--- src/rtl/fifo_pkg.sv ---
// fifo_pkg: shared types and sizing helpers for the output burst FIFO.
//   fifo_state_t : FSM states FILL, LOAD, DRAIN, CLEAR
//   DATA_W_DEF   : default word width
//   ptr_w/cnt_w  : pointer and word-count widths for a given depth
package fifo_pkg;

  localparam int DATA_W_DEF = 32;

  typedef enum logic [1:0] {
    FILL  = 2'd0,
    LOAD  = 2'd1,
    DRAIN = 2'd2,
    CLEAR = 2'd3
  } fifo_state_t;

  function automatic int ptr_w(input int depth);
    return (depth > 1) ? $clog2(depth) : 1;
  endfunction

  // Count must represent 0..depth inclusive.
  function automatic int cnt_w(input int depth);
    return $clog2(depth + 1);
  endfunction

endpackage

--- src/rtl/fifo_mem.sv ---
// fifo_mem: register array, synchronous write, combinational read.
//   clk      : clock
//   wr_en    : write strobe, stores wr_data at wr_addr
//   wr_addr  : write address
//   wr_data  : write data
//   rd_addr  : read address
//   rd_data  : mem[rd_addr], combinational
// Contents are intentionally not reset.
module fifo_mem #(
  parameter int DATA_W = 32,
  parameter int DEPTH  = 4,
  parameter int ADDR_W = 2
) (
  input  logic              clk,
  input  logic              wr_en,
  input  logic [ADDR_W-1:0] wr_addr,
  input  logic [DATA_W-1:0] wr_data,
  input  logic [ADDR_W-1:0] rd_addr,
  output logic [DATA_W-1:0] rd_data
);

  logic [DATA_W-1:0] mem [DEPTH];

  always_ff @(posedge clk) begin
    if (wr_en) mem[wr_addr] <= wr_data;
  end

  assign rd_data = mem[rd_addr];

endmodule

--- src/rtl/fifo_out.sv ---
// fifo_out: output-side burst buffer. Collects BURST words from the core,
// then presents them one at a time to the reader via dout/dout_valid/rd_en.
//   clk        : clock
//   rst        : synchronous active-high reset
//   wr_en/din  : core write strobe and data
//   full       : write refused this cycle
//   empty      : no words stored
//   word_count : words currently stored
//   rd_en      : reader pop request
//   dout       : registered read data
//   dout_valid : dout holds an unread burst word
//   burst_done : one-cycle pulse after the final word is popped
//
// state | meaning
// FILL  | accepting core writes until BURST words are stored
// LOAD  | one cycle: first word moved into the output register
// DRAIN | reader pops words; writes refused
// CLEAR | one cycle: pointers and count reset before next burst
module fifo_out
  import fifo_pkg::*;
#(
  parameter int DATA_W = DATA_W_DEF,
  parameter int DEPTH  = 4,
  parameter int BURST  = 4
) (
  input  logic                       clk,
  input  logic                       rst,
  input  logic                       wr_en,
  input  logic [DATA_W-1:0]          din,
  output logic                       full,
  output logic                       empty,
  output logic [$clog2(DEPTH+1)-1:0] word_count,
  input  logic                       rd_en,
  output logic [DATA_W-1:0]          dout,
  output logic                       dout_valid,
  output logic                       burst_done
);

  localparam int PTR_W = ptr_w(DEPTH);
  localparam int CNT_W = cnt_w(DEPTH);

  fifo_state_t       state, state_nxt;
  logic [PTR_W-1:0]  wr_ptr, rd_ptr, rd_addr;
  logic [DATA_W-1:0] rd_data;
  logic              wr_accept, pop, pop_last;

  assign full  = (state != FILL) || (word_count == CNT_W'(DEPTH));
  assign empty = (word_count == '0);

  fifo_mem #(
    .DATA_W (DATA_W),
    .DEPTH  (DEPTH),
    .ADDR_W (PTR_W)
  ) u_mem (
    .clk     (clk),
    .wr_en   (wr_accept),
    .wr_addr (wr_ptr),
    .wr_data (din),
    .rd_addr (rd_addr),
    .rd_data (rd_data)
  );

  always_ff @(posedge clk) begin
    if (rst) state <= FILL;
    else     state <= state_nxt;
  end

  // No writes land during DRAIN, so the count runs BURST..1 there and
  // count == 1 identifies the final word.
  always_comb begin
    state_nxt = state;
    wr_accept = wr_en && !full;
    pop       = 1'b0;
    pop_last  = 1'b0;
    rd_addr   = rd_ptr;
    case (state)
      FILL: begin
        if (wr_accept && (word_count == CNT_W'(BURST - 1))) state_nxt = LOAD;
      end
      LOAD: state_nxt = DRAIN;
      DRAIN: begin
        pop      = rd_en && dout_valid;
        pop_last = pop && (word_count == CNT_W'(1));
        // Look one word ahead so a pop refills dout with the next word.
        rd_addr  = rd_ptr + 1'b1;
        if (pop_last) state_nxt = CLEAR;
      end
      CLEAR: state_nxt = FILL;
      default: state_nxt = FILL;
    endcase
  end

  always_ff @(posedge clk) begin
    if (rst) begin
      wr_ptr     <= '0;
      rd_ptr     <= '0;
      word_count <= '0;
      dout       <= '0;
      dout_valid <= 1'b0;
      burst_done <= 1'b0;
    end else begin
      burst_done <= 1'b0;
      if (wr_accept) begin
        wr_ptr     <= wr_ptr + 1'b1;
        word_count <= word_count + 1'b1;
      end
      case (state)
        LOAD: begin
          dout       <= rd_data;
          dout_valid <= 1'b1;
        end
        DRAIN: begin
          if (pop) begin
            word_count <= word_count - 1'b1;
            if (pop_last) begin
              dout       <= '0;
              dout_valid <= 1'b0;
              burst_done <= 1'b1;
            end else begin
              rd_ptr <= rd_ptr + 1'b1;
              dout   <= rd_data;
            end
          end
        end
        CLEAR: begin
          wr_ptr     <= '0;
          rd_ptr     <= '0;
          word_count <= '0;
        end
        default: ;
      endcase
    end
  end

endmodule

--- config.mk ---
export PLATFORM = sky130hd
export DESIGN_NAME = fifo_out
export DESIGN_NICKNAME = d
export VERILOG_FILES = /design/src/rtl/fifo_pkg.sv /design/src/rtl/fifo_mem.sv /design/src/rtl/fifo_out.sv
export SDC_FILE = /design/constraint.sdc
export NUM_CORES = 1
export LEC_CHECK = 0
export BUFFER_PORTS_ARGS = -buffer_cell sky130_fd_sc_hd__buf_4
export CAP_MARGIN = 10
export CORE_ASPECT_RATIO = 0.75
export CORE_MARGIN = 5
export CORE_UTILIZATION = 45
export DETAILED_ROUTE_END_ITERATION = 16
export GPL_ROUTABILITY_DRIVEN = 1
export PLACE_DENSITY = 0.66
export RECOVER_POWER = 25
export SYNTH_ARGS = -nofsm -noshare
export SYNTH_HDL_FRONTEND = slang
export SYNTH_SLANG_ARGS = --single-unit
--- constraint.sdc ---
create_clock -name clk -period 2.65 [get_ports clk]
set_clock_uncertainty 0.1 [all_clocks]
set_input_delay 0.3975 -clock clk [delete_from_list [all_inputs] [get_ports clk]]
set_output_delay 0.3975 -clock clk [all_outputs]
set_load 0.01 [all_outputs]
==> run metrics, run 1 <==
top post-synthesis cells by area edfxtp_1, mux4_2, dfxtp_1; Residual DRC 0; Clock Power Share 31.1%; share of the synthesized area in the top cell type 50.99%; Slew headroom 45.73%; Yosys top cell by area edfxtp_1; Int Pwr 5.622 mW; Starting Density 45.36%; NumNets Final 551; vias per cell 5.821; yosys warns 0; Placer Congestion 0.7753; Initial DRC Count 274; First-pass DRT Iterations 4; root buf cell clkbuf_16; row count 41; WL met3 1031 µm; period utilisation layout 89.09%; Die Wd 159.5 µm; fin cells 728; number of hold buffers added after CTS 0; GR Util All Layers 15.71%; sequential share of power 48.5%; CP bufs+invs 2; vias in the first global route 4,300; post-synthesis cell count 420; Bufs on Longest Clock Path 2; Synth Flop Type edfxtp_1; logic gate share of total power 20.5%; Inserted Clock Buffers 17; post-DP HPWL 9564 µm; setup bufs post-CTS 0; PnR Total Power 7.566 mW; arrival time worst endpoint 2.57 ns; post-synthesis sequential area ratio 62.41%; Max Used Layer met5; I/O pins 75; area of the core 16,620 µm²; Routed met1 length 6395 µm; pwr dens 848.5 nW/µm²; Setup WS post-layout 0.2891 ns; Routed WL 14,710 µm; Fin Setup TNS 0 ns; CP cell instances inv_1 > ha_4 > buf_12 > nor2b_1 > a2111oi_0 > a21oi_1 > a32o_1; RSZ-0062 raised after global routing no; proportion of layout cells with a drive suffix above 1 39.18%; Critical Path Max Stage Delay 0.47 ns; Avg Inst Size Synth 17.95 µm²; Synth cell types 38; Async SR Flop Fraction 0%; clk sinks 171; vias post-DR 4,238; ant diodes 0; area grow syn2layout 18.29%; Setup crit end kind flip-flop; clock-pin slew on the worst setup and hold paths 0.06 ns; syn_nets 470; initial antenna violation count 1; min Tclk post-route 2.361 ns; fill count 1,315; Top Family by Delay on Critical Path compound AO/OA/AOI/OAI gates; met2 wire len 7160 µm; CP Class flip-flop to flip-flop; Worst Setup Start Kind flip-flop; gr ovfl total 0; MaxCap Viol Count 0; Synth Register Bits 171; Post-DRT Antenna Nets 0; Placement Cell Area 8441 µm²; VDD IR max 0.4681 mV; Post-Syn Area 7538 µm²; pin count of the biggest net entering global routing 36; TritonCTS clock tree built; DIE AREA 19,470 µm²; CP max FO 35; Sw Ratio 25.69%; Max Freq 423.6 MHz; WP data required 2.86 ns; first-pass GRT wire length 23,630 µm; Die Y-Extent 122.1 µm; H-tree depth 4; Setup Viol. Count Final 0; average routed wire per standard cell 20.20 µm; # port buffers 74; Hold Path Class primary input to flip-flop; count leader, synth edfxtp_1; Critical Path Slowest Stage Cell ha_4; switching pwr 1.944 mW; status finished clean; pre-CTS WS 0.3094 ns; number of synthesized flops with an enable pin 128; list of most frequent post-synthesis cells edfxtp_1, mux4_2, dfxtp_1; final hold vios 0; LEAKAGE 2.985 nW; max-slew violations 0; clock latency on the worst-skew pair 0.42 ns; Tightest Pin Transition 0.8140 ns; design area 8917 µm²; Resized cells post-CTS 0; Placed Cells 697
## cell usage in the layout (no fill, tap or decap), types with 5 or more instances in the layout
cell	n
a21oi_1	5
a22o_1	30
and2_2	5
buf_12	7
buf_4	64
clkbuf_1	24
clkbuf_16	17
dfxtp_1	41
edfxtp_1	128
ha_1	13
inv_1	10
mux2_2	32
mux2i_1	5
mux4_2	60
nand2_1	9
## through the flow
stage	hold WS, ns	util [%]
3_5_place_dp	0.3684	50.78
4_1_cts	0.05459	54.15
2_1_floorplan	0.3964	-
6_report	0.08837	53.65
3_3_place_gp	0.3621	50.78
5_1_grt	0.07103	53.65
## state kept, by name, summed over array words and instances, names as in the netlist
| register | cells |
|---|---|
| burst_done | 1 |
| dout | 32 |
| dout_valid | 1 |
| rd_ptr | 2 |
| state | 2 |
| u_mem.mem | 128 |
| word_count | 3 |
| wr_ptr | 2 |
## per-layer routing
layer | vias to the layer above | track usage [%]
li1 | 1881 | -
met1 | 2200 | 20.54
met2 | 146 | 25.66
met3 | 9 | 5.242
met4 | 2 | 3.996
met5 | - | 0
## cells by family after synthesis
group                    Yosys count  share of synthesized area (%)
XOR/XNOR                           1                         0.1162
AND/OR/NAND/NOR                   38                          2.738
flip-flops                       171                          62.41
multiplexers                      97                          23.37
AO/OA/AOI/OAI                     58                          6.058
buffers and inverters             41                          2.988
adder cells (fa/ha/maj)           14                          2.324
## worst register-to-register path, stage by stage (launching register included)
cell	delay, ns
dfxtp_1	0.34
inv_1	0.15
ha_4	0.47
buf_12	0.29
nor2b_1	0.07
a2111oi_0	0.47
a21oi_1	0.09
a32o_1	0.27
## area by class of cell
class	instances	area [µm²]	share of cell area (%)
clock buffers	19	432.9	4.855
clock inverters	12	126.4	1.417
inverters	10	37.54	0.4209
multi-input cells	208	2639	29.59
flip-flops and latches	171	4710	52.81
well taps	215	269.0	3.017
repair buffers	93	703.2	7.886
## power by group through the flow
| stage | clock network, mW | registers [mW] | logic (mW) |
|---|---|---|---|
| after floorplan | 0 | 3.70 | 0.878 |
| after CTS | 2.40 | 3.67 | 1.60 |
| after global placement | 0 | 3.69 | 1.56 |
| after global routing | 2.53 | 3.72 | 1.69 |
| final | 2.35 | 3.67 | 1.55 |
| after detailed placement | 0 | 3.72 | 1.59 |
## final timing paths
| path | depth (start not counted) | from | slack (ns) | endpoint |
|---|---|---|---|---|
| max | 7 | state[0]$_SDFFE_PP0P_ | 0.29 | dout[30]$_SDFFE_PP0P_ |
| min reg2reg | 1 | dout[5]$_SDFFE_PP0P_ | 0.38 | dout[5]$_SDFFE_PP0P_ |
| min | 1 | din[9] | 0.09 | u_mem.mem[2][9]$_DFFE_PP_ |
| max reg2reg | 7 | state[0]$_SDFFE_PP0P_ | 0.29 | dout[30]$_SDFFE_PP0P_ |
No activity file was read; power rests on OpenSTA's default activity.
==> run 2, diff against run 1 <==
PLACE_DENSITY = 0.73   (was 0.66)
==> run metrics, run 2 (synthesis results as in run 1) <==
clock-pin slew on the worst setup and hold paths 0.07 ns (was 0.06 ns); Hold Path Class primary input to flip-flop (unchanged); R2R Path Start state[0]$_SDFFE_PP0P_ (unchanged); # port buffers 74 (unchanged); arrival time worst endpoint 2.69 ns (was 2.57 ns); RSZ-0062 raised after global routing no (unchanged); Inserted Clock Buffers 17 (unchanged); Slew headroom 31.04% (was 45.73%); vias per cell 5.842 (was 5.821); Setup crit end kind flip-flop (unchanged); setup bufs post-CTS 0 (unchanged); Bufs on Longest Clock Path 2 (unchanged); H-tree depth 4 (unchanged); pin count of the biggest net entering global routing 44 (was 36); max-slew violations 0 (unchanged); vias in the first global route 4,389 (was 4,300); Post-DRT Antenna Nets 0 (unchanged); VDD IR max 0.5501 mV (was 0.4681 mV); TritonCTS clock tree built (unchanged); Largest register FFs 128 (unchanged); Worst Setup EP dout[29]$_SDFFE_PP0P_ (was dout[30]$_SDFFE_PP0P_); logic gate share of total power 19.8% (was 20.5%); Worst Hold Slack 0.09910 ns (was 0.08837 ns); most frequent cells in the layout edfxtp_1, buf_4, mux4_2 (unchanged); first-pass GRT wire length 23,890 µm (was 23,630 µm); DIE AREA 19,470 µm² (unchanged); Residual DRC 0 (unchanged); Clock Power Share 31.8% (was 31.1%); Tightest Pin Transition 1.032 ns (was 0.8140 ns); GR Util All Layers 15.82% (was 15.71%); proportion of layout cells with a drive suffix above 1 38.87% (was 39.18%); I/O pins 75 (unchanged); Setup Viol. Count Final 0 (unchanged); First-pass DRT Iterations 8 (was 4); period utilisation layout 92.00% (was 89.09%); ant diodes 0 (unchanged); pre-CTS WS 0.2369 ns (was 0.3094 ns); Fin Setup TNS 0 ns (unchanged); largest register by flop count u_mem.mem (unchanged); clock latency on the worst-skew pair 0.42 ns (about the same); vias post-DR 4,247 (was 4,238); pwr dens 857.2 nW/µm² (was 848.5 nW/µm²); PnR Total Power 7.573 mW (was 7.566 mW); Max Freq 410.2 MHz (was 423.6 MHz); CP max FO 32 (was 35); CP Class flip-flop to flip-flop (unchanged); area of the core 16,620 µm² (unchanged); gr ovfl total 0 (unchanged); switching pwr 2.030 mW (was 1.944 mW); Starting Density 45.36% (unchanged); setup slack, reg-to-reg 0.21 ns (was 0.29 ns); number of hold buffers added after CTS 0 (unchanged); Sw Ratio 26.80% (was 25.69%); final hold vios 0 (unchanged); status finished clean (unchanged); sequential share of power 48.4% (was 48.5%); average routed wire per standard cell 20.91 µm (was 20.20 µm); Setup WS post-layout 0.2119 ns (was 0.2891 ns); Int Pwr 5.544 mW (was 5.622 mW); Regs by FF count u_mem.mem: 128 flops, dout: 32 flops, word_count: 3 flops (unchanged); NumNets Final 549 (was 551); post-DP HPWL 9862 µm (was 9564 µm); Placer Congestion 0.7973 (was 0.7753); Critical Path Slowest Stage Cell a21oi_4 (was ha_4); MaxCap Viol Count 0 (unchanged); Initial DRC Count 328 (was 274); Routed WL 15,200 µm (was 14,710 µm); WP data required 2.90 ns (was 2.86 ns); Worst Setup Start Kind flip-flop (unchanged); most common cell after layout, fill and taps aside edfxtp_1 (unchanged); area grow syn2layout 17.19% (was 18.29%); worst r2r path cells 6 (was 7); initial antenna violation count 0 (was 1); root buf cell clkbuf_16 (unchanged); CP cell instances inv_1 > ha_4 > and3_1 > nand2_1 > a21oi_4 > a32o_1 (was inv_1 > ha_4 > buf_12 > nor2b_1 > a2111oi_0 > a21oi_1 > a32o_1); clk sinks 171 (unchanged); Critical Path Max Stage Delay 0.85 ns (was 0.47 ns); LEAKAGE 2.958 nW (was 2.985 nW); Die Wd 159.5 µm (unchanged); crit path from state[0]$_SDFFE_PP0P_ (unchanged); Resized cells post-CTS 0 (unchanged); row count 41 (unchanged); min Tclk post-route 2.438 ns (was 2.361 ns); Die Y-Extent 122.1 µm (unchanged); worst r2r dst dout[29]$_SDFFE_PP0P_ (was dout[30]$_SDFFE_PP0P_)
## run 2: cell types whose count changed in the layout (fill, tap and decap cells not counted), moves of 2 or more
cell      before  now
clkinv_2       3    1
buf_12         7    1
clkbuf_1      24   26
inv_6          0    4
## run 2: worst max-delay path, delay by kind of cell (launching register included)
kind / cells / cell delay [ns]
DFF: 1 / 0.35
and+or+nand+nor: 2 / 0.44
adders and majority gates: 1 / 0.19
buffers and inverters: 1 / 0.16
AOI/OAI and AO/OA: 2 / 1.14
## run 2: area by class of cell
cell class,instances,area (µm²)
Clock inverter,13,135.1
Fill cell,1351,7786
Sequential cell,171,4710
Timing Repair Buffer,91,601.8
Inverter,10,37.54
Multi-Input combinational cell,208,2639
Clock buffer,19,442.9
Tap cell,215,269.0
## run 2: worst min path at each step
stage,startpoint,endpoint,slack [ns],depth (start not counted)
6_report,din[6],u_mem.mem[2][6]$_DFFE_PP_,0.1,1
5_1_grt,din[1],u_mem.mem[0][1]$_DFFE_PP_,0.08,1
4_1_cts,din[18],u_mem.mem[0][18]$_DFFE_PP_,0.06,1
3_5_place_dp,dout[0]$_SDFFE_PP0P_,dout[0]$_SDFFE_PP0P_,0.37,1
3_3_place_gp,dout[9]$_SDFFE_PP0P_,dout[9]$_SDFFE_PP0P_,0.36,1
2_1_floorplan,din[0],u_mem.mem[0][0]$_DFFE_PP_,0.40,0
## run 2: layer usage
metal	wire, µm	GRT usage, %	vias to the layer above	part of all wire, %
li1	-	-	1876	-
met1	6448	20.84	2225	42
met2	7700	26.55	133	51
met3	947	4.092	13	6.2
met4	106	4.156	0	0.70
met5	0	0	-	0
## run 2: power by group through the flow
| stage | Clock (mW) | Sequential (mW) | Combinational (mW) |
|---|---|---|---|
| 4_1_cts | 2.45 | 3.67 | 1.54 |
| 6_report | 2.41 | 3.67 | 1.50 |
| 5_1_grt | 2.57 | 3.72 | 1.63 |
| 3_5_place_dp | 0 | 3.72 | 1.54 |
| 3_3_place_gp | 0 | 3.68 | 1.49 |
| 2_1_floorplan | 0 | 3.70 | 0.878 |
## run 2: per-stage QoR
stage          cells  util, %  instance area (µm²)
3_5_place_dp     695    50.24                 8351
4_1_cts          727    53.72                 8929
5_1_grt          727    53.15                 8835
2_1_floorplan    420        -                 7543
6_report         727    53.15                 8835
3_3_place_gp     695    50.24                 8351
==> run 3, diff against run 2 <==
--- a/config.mk
+++ b/config.mk
@@ -10,3 +10,3 @@
 export CORE_ASPECT_RATIO = 0.75
-export CORE_MARGIN = 5
+export CORE_MARGIN = 2
 export CORE_UTILIZATION = 45
@@ -14,3 +14,3 @@
 export GPL_ROUTABILITY_DRIVEN = 1
-export PLACE_DENSITY = 0.73
+export PLACE_DENSITY = 0.78
 export RECOVER_POWER = 25
--- a/constraint.sdc
+++ b/constraint.sdc
@@ -4,2 +4,2 @@
 set_output_delay 0.3975 -clock clk [all_outputs]
-set_load 0.01 [all_outputs]
+set_load 0.1 [all_outputs]
==> run metrics, run 3 (synthesis results as in run 1) <==
NumNets Final 544 (was 549); DIE AREA 17,810 µm² (was 19,470 µm²); Placer Congestion 0.7478 (was 0.7973); Post-DRT Antenna Nets 0 (unchanged); GR Util All Layers 17.62% (was 15.82%); Resized cells post-CTS 0 (unchanged); LEAKAGE 2.961 nW (was 2.958 nW); arrival time worst endpoint 2.52 ns (was 2.69 ns); Top Family by Delay on Critical Path buffers and inverters (was compound AO/OA/AOI/OAI gates); fin cells 717 (was 727); Placed Cells 685 (was 695); largest register by flop count u_mem.mem (unchanged); WP data required 2.90 ns (about the same); proportion of layout cells with a drive suffix above 1 39.25% (was 38.87%); CP cell instances inv_1 > ha_4 > and3_1 > nand2_1 > a21oi_4 > buf_4 > a32o_1 (was inv_1 > ha_4 > and3_1 > nand2_1 > a21oi_4 > a32o_1); Worst path depth 7 (was 6); fill count 1,297 (was 1,351); area grow syn2layout 17.43% (was 17.19%); ant diodes 0 (unchanged); initial antenna violation count 0 (unchanged); Slew headroom 29.10% (was 31.04%); Routed WL 14,890 µm (was 15,200 µm); max-slew violations 0 (unchanged); # port buffers 74 (unchanged); clock-pin slew on the worst setup and hold paths 0.07 ns (about the same); Die Wd 153.5 µm (was 159.5 µm); vias per cell 5.909 (was 5.842); Critical Path Max Stage Delay 0.41 ns (was 0.85 ns); Setup Viol. Count Final 0 (unchanged); vias in the first global route 4,298 (was 4,389); pre-CTS WS 0.3625 ns (was 0.2369 ns); Worst Setup Start Kind flip-flop (unchanged); clock latency on the worst-skew pair 0.41 ns (was 0.42 ns); worst r2r path cells 7 (was 6); TritonCTS clock tree built (unchanged); most common cell after layout, fill and taps aside edfxtp_1 (unchanged); CP bufs+invs 2 (was 1); gr ovfl total 0 (unchanged); pwr dens 983.1 nW/µm² (was 857.2 nW/µm²); Largest register FFs 128 (unchanged); MaxCap Viol Count 0 (unchanged); final hold vios 0 (unchanged); VDD IR max 0.6464 mV (was 0.5501 mV); I/O pins 75 (unchanged); Initial DRC Count 342 (was 328); Regs by FF count u_mem.mem: 128 flops, dout: 32 flops, word_count: 3 flops (unchanged); Residual DRC 0 (unchanged); Setup WS post-layout 0.3798 ns (was 0.2119 ns); H-tree depth 4 (unchanged); Tightest Pin Transition 1.063 ns (was 1.032 ns); Inserted Clock Buffers 17 (unchanged); root buf cell clkbuf_16 (unchanged); status finished clean (unchanged); Max Freq 440.5 MHz (was 410.2 MHz); pin count of the biggest net entering global routing 46 (was 44); clk sinks 171 (unchanged); min Tclk post-route 2.270 ns (was 2.438 ns); Bufs on Longest Clock Path 2 (unchanged); Hold Path Stages 1 (unchanged); average routed wire per standard cell 20.77 µm (was 20.91 µm); vias post-DR 4,237 (was 4,247); Hold Path Class primary input to flip-flop (unchanged); row count 40 (was 41); CP Class flip-flop to flip-flop (unchanged); First-pass DRT Iterations 4 (was 8); area of the core 16,220 µm² (was 16,620 µm²); Die Y-Extent 116.1 µm (was 122.1 µm); CP max FO 32 (unchanged); most frequent cells in the layout edfxtp_1, mux4_2, buf_4 (was edfxtp_1, buf_4, mux4_2); number of hold buffers added after CTS 0 (unchanged); Setup crit end kind flip-flop (unchanged); RSZ-0062 raised after global routing no (unchanged); setup bufs post-CTS 0 (unchanged); post-DP HPWL 9083 µm (was 9862 µm); period utilisation layout 85.67% (was 92.00%); Starting Density 46.49% (was 45.36%); Critical Path Slowest Stage Cell buf_4 (was a21oi_4); first-pass GRT wire length 23,790 µm (was 23,890 µm)
-- run 3: cell types whose count changed in the layout (fill, tap and decap cells not counted), sizes merged --
cell and delta:
inv +6, buf -4, clkinv -2, clkbuf -2, bufinv -1, clkinvlp -2
-- run 3: final timing paths --
path,start,endpoint,slack [ns]
worst max-delay path,state[0]$_SDFFE_PP0P_,dout[30]$_SDFFE_PP0P_,0.38
worst min-delay path,din[15],u_mem.mem[2][15]$_DFFE_PP_,0.08
worst max register to register,state[0]$_SDFFE_PP0P_,dout[30]$_SDFFE_PP0P_,0.38
worst min register to register,dout[2]$_SDFFE_PP0P_,dout[2]$_SDFFE_PP0P_,0.38
-- run 3: per-layer routing --
layer  part of all wire [%]  routed length, µm  GRT usage (%)
met1                     43               6348          24.06
met2                     49               7231          28.66
met3                    8.3               1232          4.638
met4                   0.52                 78          4.832
met5                      0                  0              0
-- run 3: power by group --
part | leakage (nW) | total (mW) | switching, mW | internal (mW)
combinational | 1.16 | 2.67 | 1.84 | 0.829
clock | 0.281 | 2.35 | 1.08 | 1.27
sequential | 1.52 | 3.68 | 0.273 | 3.41
-- run 3: layout make-up --
cell class / count / area (µm²) / share of cell area (%)
Clock buffer: 18 / 439.2 / 4.961
Clock inverter: 14 / 128.9 / 1.456
Inverter: 10 / 37.54 / 0.4240
Multi-Input combinational cell: 208 / 2641 / 29.84
Sequential cell: 171 / 4712 / 53.23
Tap cell: 210 / 262.8 / 2.968
Timing Repair Buffer: 86 / 630.6 / 7.124
-- run 3: through the flow --
stage	hold WS, ns	power [mW]	utilization [%]	area [µm²]	setup TNS [ns]
global route	0.07718	9.045	54.59	8852	0
floorplan	0.3964	5.711	-	7548	-0.3133
CTS	0.06516	8.782	55.15	8942	0
finish	0.08410	8.702	54.59	8852	0
detailed placement	0.3649	6.428	51.64	8374	0
global placement	0.3628	6.341	51.64	8374	0
-- run 3: worst register-to-register path: stages, from the launching register on --
cell     delay [ns]
dfxtp_1        0.34
inv_1          0.15
ha_4           0.26
and3_1         0.32
nand2_1        0.19
a21oi_4        0.18
buf_4          0.41
a32o_1         0.25
